[src/rtl/hex_entry_pkg.sv]
// hex_entry shared constants: digit count and timing for 50 MHz and sim.
// Also shared with the display top-level and the testbench.
package hex_entry_pkg;

    localparam int HEX_DIGITS          = 6;
    localparam int DEBOUNCE_CYCLES_50M = 1000000;
    localparam int BLINK_CYCLES_50M    = 12500000;
    localparam int SIM_DEBOUNCE_CYCLES = 4;
    localparam int SIM_BLINK_CYCLES    = 8;

    typedef struct packed {
        logic clr;
        logic inc;
        logic sel;
    } key_press_t;

    function automatic int cnt_width(input int n);
        return (n <= 2) ? 1 : $clog2(n);
    endfunction

endpackage

[src/rtl/hex_entry_if.sv]
// hex_entry key/display bundle: raw active-low keys in,
// edited value, cursor and blink enable out.
interface hex_entry_if
    import hex_entry_pkg::*;
#(
    parameter int DIGITS = HEX_DIGITS
);

    logic                  KEY_SEL_N;
    logic                  KEY_INC_N;
    logic                  KEY_CLR_N;
    logic [4*DIGITS-1:0]   value;
    logic [2:0]            cursor;
    logic                  blink;
    logic                  changed;

    modport master (
        output KEY_SEL_N,
        output KEY_INC_N,
        output KEY_CLR_N,
        input  value,
        input  cursor,
        input  blink,
        input  changed
    );

    modport slave (
        input  KEY_SEL_N,
        input  KEY_INC_N,
        input  KEY_CLR_N,
        output value,
        output cursor,
        output blink,
        output changed
    );

endinterface

[src/rtl/key_debounce.sv]
// key_debounce: two-flop sync, stable-count debouncer and press pulse
// for one raw active-low pushbutton.
module key_debounce
    import hex_entry_pkg::*;
#(
    parameter int DEBOUNCE_CYCLES = DEBOUNCE_CYCLES_50M
) (
    input  logic CLOCK_50,
    input  logic RESET_N,
    input  logic key_n,
    output logic level,
    output logic press
);

    localparam int CW = cnt_width(DEBOUNCE_CYCLES);
    localparam logic [CW-1:0] LAST = CW'(DEBOUNCE_CYCLES - 1);

    logic          s1;
    logic          s2;
    logic [CW-1:0] cnt;
    logic [1:0]    warm;
    logic          armed;
    logic          settle;

    assign settle = (s2 != level) && (cnt == LAST);

    // A key held through reset must be seen released before it can fire.
    assign press = settle && level && armed;

    always_ff @(posedge CLOCK_50 or negedge RESET_N) begin
        if (!RESET_N) begin
            s1    <= 1'b1;
            s2    <= 1'b1;
            cnt   <= '0;
            level <= 1'b1;
            warm  <= 2'b00;
            armed <= 1'b0;
        end else begin
            s1   <= key_n;
            s2   <= s1;
            warm <= {warm[0], 1'b1};
            if (warm[1] && s2 && level)
                armed <= 1'b1;
            if (s2 == level) begin
                cnt <= '0;
            end else if (cnt == LAST) begin
                level <= s2;
                cnt   <= '0;
            end else begin
                cnt <= cnt + 1'b1;
            end
        end
    end

endmodule

[src/rtl/hex_entry.sv]
// hex_entry: three debounced keys edit a DIGITS-wide hex value
// under a digit cursor; also drives the cursor blink enable.
module hex_entry
    import hex_entry_pkg::*;
#(
    parameter int DIGITS          = HEX_DIGITS,
    parameter int DEBOUNCE_CYCLES = DEBOUNCE_CYCLES_50M,
    parameter int BLINK_CYCLES    = BLINK_CYCLES_50M
) (
    input  logic     CLOCK_50,
    input  logic     RESET_N,
    hex_entry_if.slave bus
);

    localparam int W  = 4 * DIGITS;
    localparam int BW = cnt_width(BLINK_CYCLES);
    localparam logic [2:0]    LAST_DIGIT = 3'(DIGITS - 1);
    localparam logic [BW-1:0] BLAST      = BW'(BLINK_CYCLES - 1);

    generate
        if (DIGITS < 1 || DIGITS > 8) begin : g_bad_digits
            $error("hex_entry: DIGITS must be in 1..8");
        end
    endgenerate

    key_press_t    p;
    logic [2:0]    lvl;
    logic          unused_lvl;
    logic [W-1:0]  value_q;
    logic [2:0]    cursor_q;
    logic          changed_q;
    logic [BW-1:0] bcnt;
    logic          blink_q;

    key_debounce #(.DEBOUNCE_CYCLES(DEBOUNCE_CYCLES)) u_sel (
        .CLOCK_50 (CLOCK_50),
        .RESET_N  (RESET_N),
        .key_n    (bus.KEY_SEL_N),
        .level    (lvl[0]),
        .press    (p.sel)
    );

    key_debounce #(.DEBOUNCE_CYCLES(DEBOUNCE_CYCLES)) u_inc (
        .CLOCK_50 (CLOCK_50),
        .RESET_N  (RESET_N),
        .key_n    (bus.KEY_INC_N),
        .level    (lvl[1]),
        .press    (p.inc)
    );

    key_debounce #(.DEBOUNCE_CYCLES(DEBOUNCE_CYCLES)) u_clr (
        .CLOCK_50 (CLOCK_50),
        .RESET_N  (RESET_N),
        .key_n    (bus.KEY_CLR_N),
        .level    (lvl[2]),
        .press    (p.clr)
    );

    assign unused_lvl = ^lvl;

    // Increment uses the pre-update cursor when sel fires together.
    always_ff @(posedge CLOCK_50 or negedge RESET_N) begin
        if (!RESET_N) begin
            value_q   <= '0;
            cursor_q  <= '0;
            changed_q <= 1'b0;
        end else begin
            changed_q <= p.clr | p.inc;
            if (p.clr) begin
                value_q  <= '0;
                cursor_q <= '0;
            end else begin
                if (p.inc) begin
                    for (int i = 0; i < DIGITS; i++) begin
                        if (cursor_q == 3'(i))
                            value_q[4*i +: 4] <= value_q[4*i +: 4] + 4'd1;
                    end
                end
                if (p.sel)
                    cursor_q <= (cursor_q == LAST_DIGIT) ? 3'd0
                                                         : cursor_q + 3'd1;
            end
        end
    end

    always_ff @(posedge CLOCK_50 or negedge RESET_N) begin
        if (!RESET_N) begin
            bcnt    <= '0;
            blink_q <= 1'b0;
        end else if (bcnt == BLAST) begin
            bcnt    <= '0;
            blink_q <= ~blink_q;
        end else begin
            bcnt <= bcnt + 1'b1;
        end
    end

    assign bus.value   = value_q;
    assign bus.cursor  = cursor_q;
    assign bus.blink   = blink_q;
    assign bus.changed = changed_q;

endmodule

[src/flat_wrapper.sv]
// flat-port wrapper written by rule: the top's interface ports become plain ports
module hex_entry_flat import hex_entry_pkg::*;
#(
    parameter int DIGITS          = HEX_DIGITS,
    parameter int DEBOUNCE_CYCLES = DEBOUNCE_CYCLES_50M,
    parameter int BLINK_CYCLES    = BLINK_CYCLES_50M
)
  (CLOCK_50, RESET_N, bus_KEY_SEL_N, bus_KEY_INC_N, bus_KEY_CLR_N, bus_value, bus_cursor, bus_blink, bus_changed);
  hex_entry_if #(.DIGITS(DIGITS)) bus_i ();
  input  logic CLOCK_50;
  input  logic RESET_N;
  input wire logic [$bits(bus_i.KEY_SEL_N)-1:0] bus_KEY_SEL_N;
  input wire logic [$bits(bus_i.KEY_INC_N)-1:0] bus_KEY_INC_N;
  input wire logic [$bits(bus_i.KEY_CLR_N)-1:0] bus_KEY_CLR_N;
  output wire logic [$bits(bus_i.value)-1:0] bus_value;
  output wire logic [$bits(bus_i.cursor)-1:0] bus_cursor;
  output wire logic [$bits(bus_i.blink)-1:0] bus_blink;
  output wire logic [$bits(bus_i.changed)-1:0] bus_changed;
  assign bus_i.KEY_SEL_N = bus_KEY_SEL_N;
  assign bus_i.KEY_INC_N = bus_KEY_INC_N;
  assign bus_i.KEY_CLR_N = bus_KEY_CLR_N;
  assign bus_value = bus_i.value;
  assign bus_cursor = bus_i.cursor;
  assign bus_blink = bus_i.blink;
  assign bus_changed = bus_i.changed;
  hex_entry #(.DIGITS(DIGITS), .DEBOUNCE_CYCLES(DEBOUNCE_CYCLES), .BLINK_CYCLES(BLINK_CYCLES)) u_core (.CLOCK_50(CLOCK_50), .RESET_N(RESET_N), .bus(bus_i));
endmodule
[config.mk]
export PLATFORM = sky130hd
export DESIGN_NAME = hex_entry_flat
export DESIGN_NICKNAME = d
export VERILOG_FILES = /design/src/rtl/hex_entry_pkg.sv /design/src/rtl/hex_entry_if.sv /design/src/rtl/key_debounce.sv /design/src/rtl/hex_entry.sv /design/src/flat_wrapper.sv
export SDC_FILE = /design/constraint.sdc
export NUM_CORES = 1
export LEC_CHECK = 0
export CAP_MARGIN = 20
export CORE_ASPECT_RATIO = 0.5
export CORE_MARGIN = 2
export CORE_UTILIZATION = 31
export CTS_CLUSTER_DIAMETER = 50
export DETAILED_ROUTE_END_ITERATION = 10
export PLACE_DENSITY_LB_ADDON = 0.25
export REMOVE_ABC_BUFFERS = 1
export SKIP_CTS_REPAIR_TIMING = 1
export SYNTH_ARGS = -nofsm -noshare
export SYNTH_HDL_FRONTEND = slang
export SYNTH_SLANG_ARGS = --single-unit
[constraint.sdc]
create_clock -name CLOCK_50 -period 2.2 [get_ports CLOCK_50]
set_input_delay 0.22 -clock CLOCK_50 [delete_from_list [all_inputs] [get_ports CLOCK_50]]
set_output_delay 0.22 -clock CLOCK_50 [all_outputs]
set_load 0.01 [all_outputs]
==> impl_results.md, run 1 <==
* Sink Count at 127
* CTS root buf: clkbuf_16
* Rows at 36
* Sw Share at 21.2%
* Clock network power share at 52.9%
* Most frequent cells in the layout: dfrtp_1 (118), nor2_1 (57), a21oi_1 (47)
* Remaining DRCs at 0
* Sequential share of the synthesized area at 51.0%
* Crit path from: u_core.u_sel.cnt[12]
* Die Wd at 205 um
* Worst min path class: in -> reg
* TritonRoute pass-1 iters at 4
* Fmax at 478 MHz
* First-pass GRT wire length at 23.1 mm
* Startpoint Class: register
* CP max FO at 6
* Overall Power at 0.00533 W
* Syn_area_per_cell at 9.94 um2
* GRT Total Usage at 13.3%
* Clk_lat worst skew at 0.42 ns
* Hold EP: u_core.u_sel.s1
* Vias per cell at 4.99
* Number of global-route vias before repair at 4670
* Initial Utilization at 31.8%
* Share of layout cells above drive strength 1 at 13.7%
* Arrival @ worst endpoint at 2.43 ns
* Port Buffers at 33
* Sequential power share at 44.7%
* Final setup fails at 0
* Power per cell area at 687 nW/um2
* Final Hold Fails at 0
* TNS Setup at 0 ns
* Synthesized flop and latch total at 127
* Async SR Flop Fraction at 100%
* Post-DRT Antenna Nets at 0
* WL final at 13.5 mm
* Routability congestion estimate at 0.768
* # IOs at 34
* Max rail drop VDD at 432 uV
* Layout area overhead at 23.9%
* Status: finished clean
* # diodes at 0
* Routed met1 length at 7.06 mm
* Initial antenna violation count at 0
* Period utilisation layout at 95.0%
* RSZ-0062 raised after global routing: false
* Worst hold path depth at 1
* Depth of the CTS H-tree at 4
* Pre-CTS setup slack at -0.0770 ns
* Synth Instances at 629
* Logic pwr share at 2.3%
* Via count at 4836
* Fin. max-slew vios at 0
* Cell Area, Synth at 6250 um2
* Fin cells at 969
* Clock transition at path regs at 0.06 ns
* Crit Reg-Reg Endpoint: u_core.bus.cursor[2]
* CP Class: reg -> reg
* Internal Power at 0.00420 W
* Clk buf depth at 2
* Top_reg_cell synth: dfrtp_1
* Min-delay src: bus_KEY_SEL_N
* Dpl hpwl at 8.96 mm
* CTS Buf Count at 17
* Final Critical Period at 2.09 ns
* Leakage at 3.20 nW
* PnR worst setup slack at 0.109 ns
* Most common cell after layout, fill and taps aside: dfrtp_1
* R2R depth at 4
* Clock skew at 0.0114 ns
* Synth warn at 0
* Filler Cells Inserted at 1922
* CTS tree: done
* Worst EP required at 2.54 ns
* R2R Setup Slk at 0.11 ns
* Endpoint type of the worst setup path: register
* Chip height at 104 um
* Initial drt markers at 260
* Met2 wire length at 5.88 mm
* Wire length per cell at 13.9 um
* Switching power at 0.00113 W
* Synth unique cells at 47
* Post-layout nets at 706
* Largest net degree at the start of global routing at 67
* Worst R2R Start: u_core.u_sel.cnt[12]
* Max_cap viols at 0
* WL met3 at 357 um
* Post-synth EDFFs at 0
* Highest routed layer: met4
* Full die area at 21400 um2
* CORE AREA at 19600 um2
* Post-placement cell count at 935
* Global route total overflow at 0
* Hold Slack at 0.220 ns
## worst max path at each step
stage,to,slack [ns]
2_1_floorplan,u_core.u_inc.cnt[10],-0.81
6_report,u_core.bus.cursor[2],0.11
4_1_cts,u_core.bus.cursor[2],-0.1
3_3_place_gp,u_core.bus.cursor[1],-0.07
3_5_place_dp,u_core.bus.cursor[2],-0.08
5_1_grt,u_core.bus.cursor[2],0.02
## state kept, by name, summed over array words and instances, names as in the netlist, 3 cells and up
name               cells
u_core.u_sel.cnt      20
u_core.bus.cursor      3
u_core.u_clr.cnt      20
u_core.bcnt           24
u_core.u_inc.cnt      20
u_core.bus.value      24
## cells in the mapped netlist (2+ instances only)
cell | instances | area [um2]
dfrtp_1 | 118 | 2950
nor2_1 | 57 | 214
a21oi_1 | 47 | 235
nand3_1 | 37 | 185
xor2_1 | 33 | 289
nand4_1 | 32 | 200
o21ai_0 | 32 | 160
or3_1 | 30 | 188
nand2_1 | 28 | 105
or4_1 | 25 | 188
clkbuf_1 | 24 | 90.1
xnor2_1 | 22 | 193
o31ai_1 | 21 | 158
inv_1 | 17 | 63.8
and3_1 | 13 | 81.3
and4_1 | 11 | 96.3
ha_1 | 11 | 138
dfstp_2 | 9 | 236
and2_1 | 6 | 37.5
nor4b_1 | 6 | 52.6
nor4_1 | 5 | 31.3
nor3_1 | 4 | 20.0
a31o_2 | 3 | 26.3
buf_2 | 3 | 15.0
mux2_2 | 3 | 33.8
nand3b_1 | 3 | 22.5
nor3b_1 | 3 | 22.5
a21oi_2 | 2 | 17.5
and3b_1 | 2 | 17.5
mux2i_1 | 2 | 20.0
nand4b_1 | 2 | 17.5
or2_2 | 2 | 12.5
or4_4 | 2 | 22.5
## power by group through the flow
stage	logic [W]	clock network, W	registers [W]
finish	0.000124	0.00282	0.00238
global placement	0.000128	0	0.00242
floorplan	0.0000392	0	0.00242
global route	0.000145	0.00300	0.00238
CTS	0.000129	0.00291	0.00238
detailed placement	0.000129	0	0.00242
## kinds of logic (layout without fill, tap and decap cells)
family	after synthesis	in the layout	synth area share, %
fa+ha+maj	11	11	2.20
mux	5	5	0.860
buf+inv	44	118	2.70
flops	127	127	51.0
compound gates	109	109	10.0
other cells	1	1	0.0600
simple gates	277	277	25.5
xor+xnor	55	55	7.70
## critical path: stages, from the launching register on
cell and delay, ns:
dfrtp_1 0.37, or4_1 0.50, or4_4 0.47, or4_4 0.56, a21oi_2 0.12
## per-stage QoR
stage               util, %  area (um2)
detailed placement     36.4        7140
floorplan                 -        6150
finish                 39.5        7750
global route           39.5        7750
global placement       36.4        7140
CTS                    39.3        7730
## per-layer routing
layer,track usage [%],vias to the layer above
li1,-,2426
met1,18.6,2344
met2,20.1,52
met3,3.41,14
met4,4.21,0
met5,0,-
## layout make-up
class	count	area, um2	share of cell area (%)
clock buffers	19	443	5.71
clock inverters	13	145	1.87
inverters	17	63.8	0.823
multi-input cells	458	2910	37.6
flip-flops and latches	127	3190	41.1
well taps	266	333	4.29
repair buffers	69	663	8.56
Note: power is estimated with default switching activity, not from simulation.
==> run 2, diff against run 1 <==
CORE_ASPECT_RATIO = 1.75   (was 0.5)
==> impl_results.md, run 2 (synthesized netlist as in run 1, its figures left out) <==
* CORE AREA at 19700 um2 (+0.51%)
* R2R depth at 4 (unchanged)
* Number of global-route vias before repair at 5066 (+8.5%)
* Logic pwr share at 2.0% (-0.3 points)
* WL final at 13.8 mm (+2.5%)
* Switching power at 0.00112 W (-0.95%)
* Global route total overflow at 0 (unchanged)
* Most common cell after layout, fill and taps aside: dfrtp_1
* Most crowded layer after global routing: met2
* GRT Total Usage at 13.5% (+0.17 points)
* Worst EP required at 2.55 ns (about the same)
* Power per cell area at 734 nW/um2 (+6.9%)
* First-pass GRT wire length at 23.8 mm (+3.1%)
* Full die area at 21400 um2 (-0.11%)
* Most frequent cells in the layout: dfrtp_1 (118), nor2_1 (57), a21oi_1 (47)
* Chip height at 192 um (+84%)
* CTS root buf: clkbuf_16
* Depth of the CTS H-tree at 4 (unchanged)
* R2R Setup Slk at 0.07 ns (-0.04 ns)
* Initial Utilization at 31.7% (-0.16 points)
* Status: finished clean
* Via count at 4972 (+2.8%)
* Port Buffers at 33 (unchanged)
* Clk buf depth at 2 (unchanged)
* Rows at 68 (+89%)
* Fin. max-slew vios at 0 (unchanged)
* Initial drt markers at 191 (-27%)
* Met3 Track Usage GR at 2.78% (-0.64 points)
* Fin cells at 944 (-2.6%)
* Clock skew at 0.0119 ns (+0.000508 ns)
* Startpoint Class: register
* Met2 Resource Use GR at 25.2% (+5.1 points)
* Period utilisation layout at 97.0% (+2.0 points)
* Die Wd at 111 um (-46%)
* Clock network power share at 56.2% (+3.3 points)
* Clk_lat worst skew at 0.41 ns (about the same)
* Initial antenna violation count at 0 (unchanged)
* RSZ-0062 raised after global routing: false
* Clock transition at path regs at 0.06 ns (about the same)
* Sink Count at 127 (unchanged)
* Met1 usage at 14.8% (-3.8 points)
* Hold Slack at 0.197 ns (-0.0235 ns)
* Sw Share at 19.6% (-1.6 points)
* Remaining DRCs at 0 (unchanged)
* Wire length per cell at 14.6 um (+5.2%)
* Final Util at 39.4% (-0.086 points)
* Share of layout cells above drive strength 1 at 12.9% (-0.78 points)
* Worst min path class: in -> async
* Post-placement cell count at 910 (-2.7%)
* Internal Power at 0.00459 W (+9.4%)
* Vias per cell at 5.27 (+5.5%)
* TritonRoute pass-1 iters at 4 (unchanged)
* Final setup fails at 0 (unchanged)
* Final Hold Fails at 0 (unchanged)
* Fmax at 469 MHz (-2.0%)
* CP max FO at 6 (unchanged)
* Largest net degree at the start of global routing at 83 (+24%)
* # IOs at 34 (unchanged)
* Leakage at 3.21 nW (+0.31%)
* Dpl hpwl at 9.50 mm (+6.0%)
* # diodes at 0 (unchanged)
* DP Area at 7070 um2 (-0.96%)
* Post-layout nets at 702 (-0.57%)
* Routability congestion estimate at 0.776 (+1.1%)
* CP Class: reg -> reg
* Post-DRT Antenna Nets at 0 (unchanged)
* Endpoint type of the worst setup path: register
* Sequential power share at 41.7% (-3.0 points)
* Final instance area at 7770 um2 (+0.29%)
* Arrival @ worst endpoint at 2.48 ns (+0.05 ns)
* CTS Buf Count at 17 (unchanged)
* Max_cap viols at 0 (unchanged)
* Final Critical Period at 2.13 ns (+0.0437 ns)
* Layout area overhead at 24.3%
* Max rail drop VDD at 370 uV (-14%)
* CTS tree: done
run 2: final timing paths:
check                                      from                   end
min reg2reg                u_core.u_sel.warm[0]  u_core.u_clr.warm[1]
max                        u_core.u_sel.cnt[15]  u_core.bus.cursor[1]
min                                     RESET_N  u_core.bus.value[11]
max reg2reg                u_core.u_sel.cnt[15]  u_core.bus.cursor[1]
min in group CLOCK_50             bus_KEY_SEL_N       u_core.u_sel.s1
max in group asynchronous               RESET_N       u_core.u_clr.s2
run 2: power groups by stage:
stage	Clock, W	Sequential [W]	Combinational, W
final	0.00321	0.00238	0.000117
after global placement	0	0.00242	0.000118
after global routing	0.00338	0.00238	0.000137
after floorplan	0	0.00242	0.0000392
after detailed placement	0	0.00242	0.000122
after CTS	0.00329	0.00238	0.000122
run 2: stage by stage:
step	setup WS [ns]	total power, W	setup TNS, ns
after floorplan	-0.805	0.00246	-33.65
after global placement	-0.0481	0.00254	-0.0919
after detailed placement	-0.0722	0.00255	-0.342
after CTS	-0.0855	0.00579	-0.721
after global routing	0.0128	0.00590	0
final	0.0655	0.00571	0
run 2: worst max-delay path, stage by stage, from the launching register on:
cell     delay (ns)
dfrtp_1        0.41
or3b_4         0.41
or4_4          0.58
or4_4          0.53
a21oi_2        0.14
run 2: routing by layer:
metal	share of wire (%)	vias up
met5	0	-
met3	2.7	20
met2	54	83
li1	-	2412
met1	42	2457
met4	1.8	0
run 2: area by class of cell:
type | instances | area [um2]
clock inverter | 9 | 205
sequential | 127 | 3190
fill | 1950 | 12000
multi-input combinational | 458 | 2920
tap | 245 | 307
clock buffer | 23 | 468
inverter | 17 | 63.8
timing repair buffer | 65 | 621
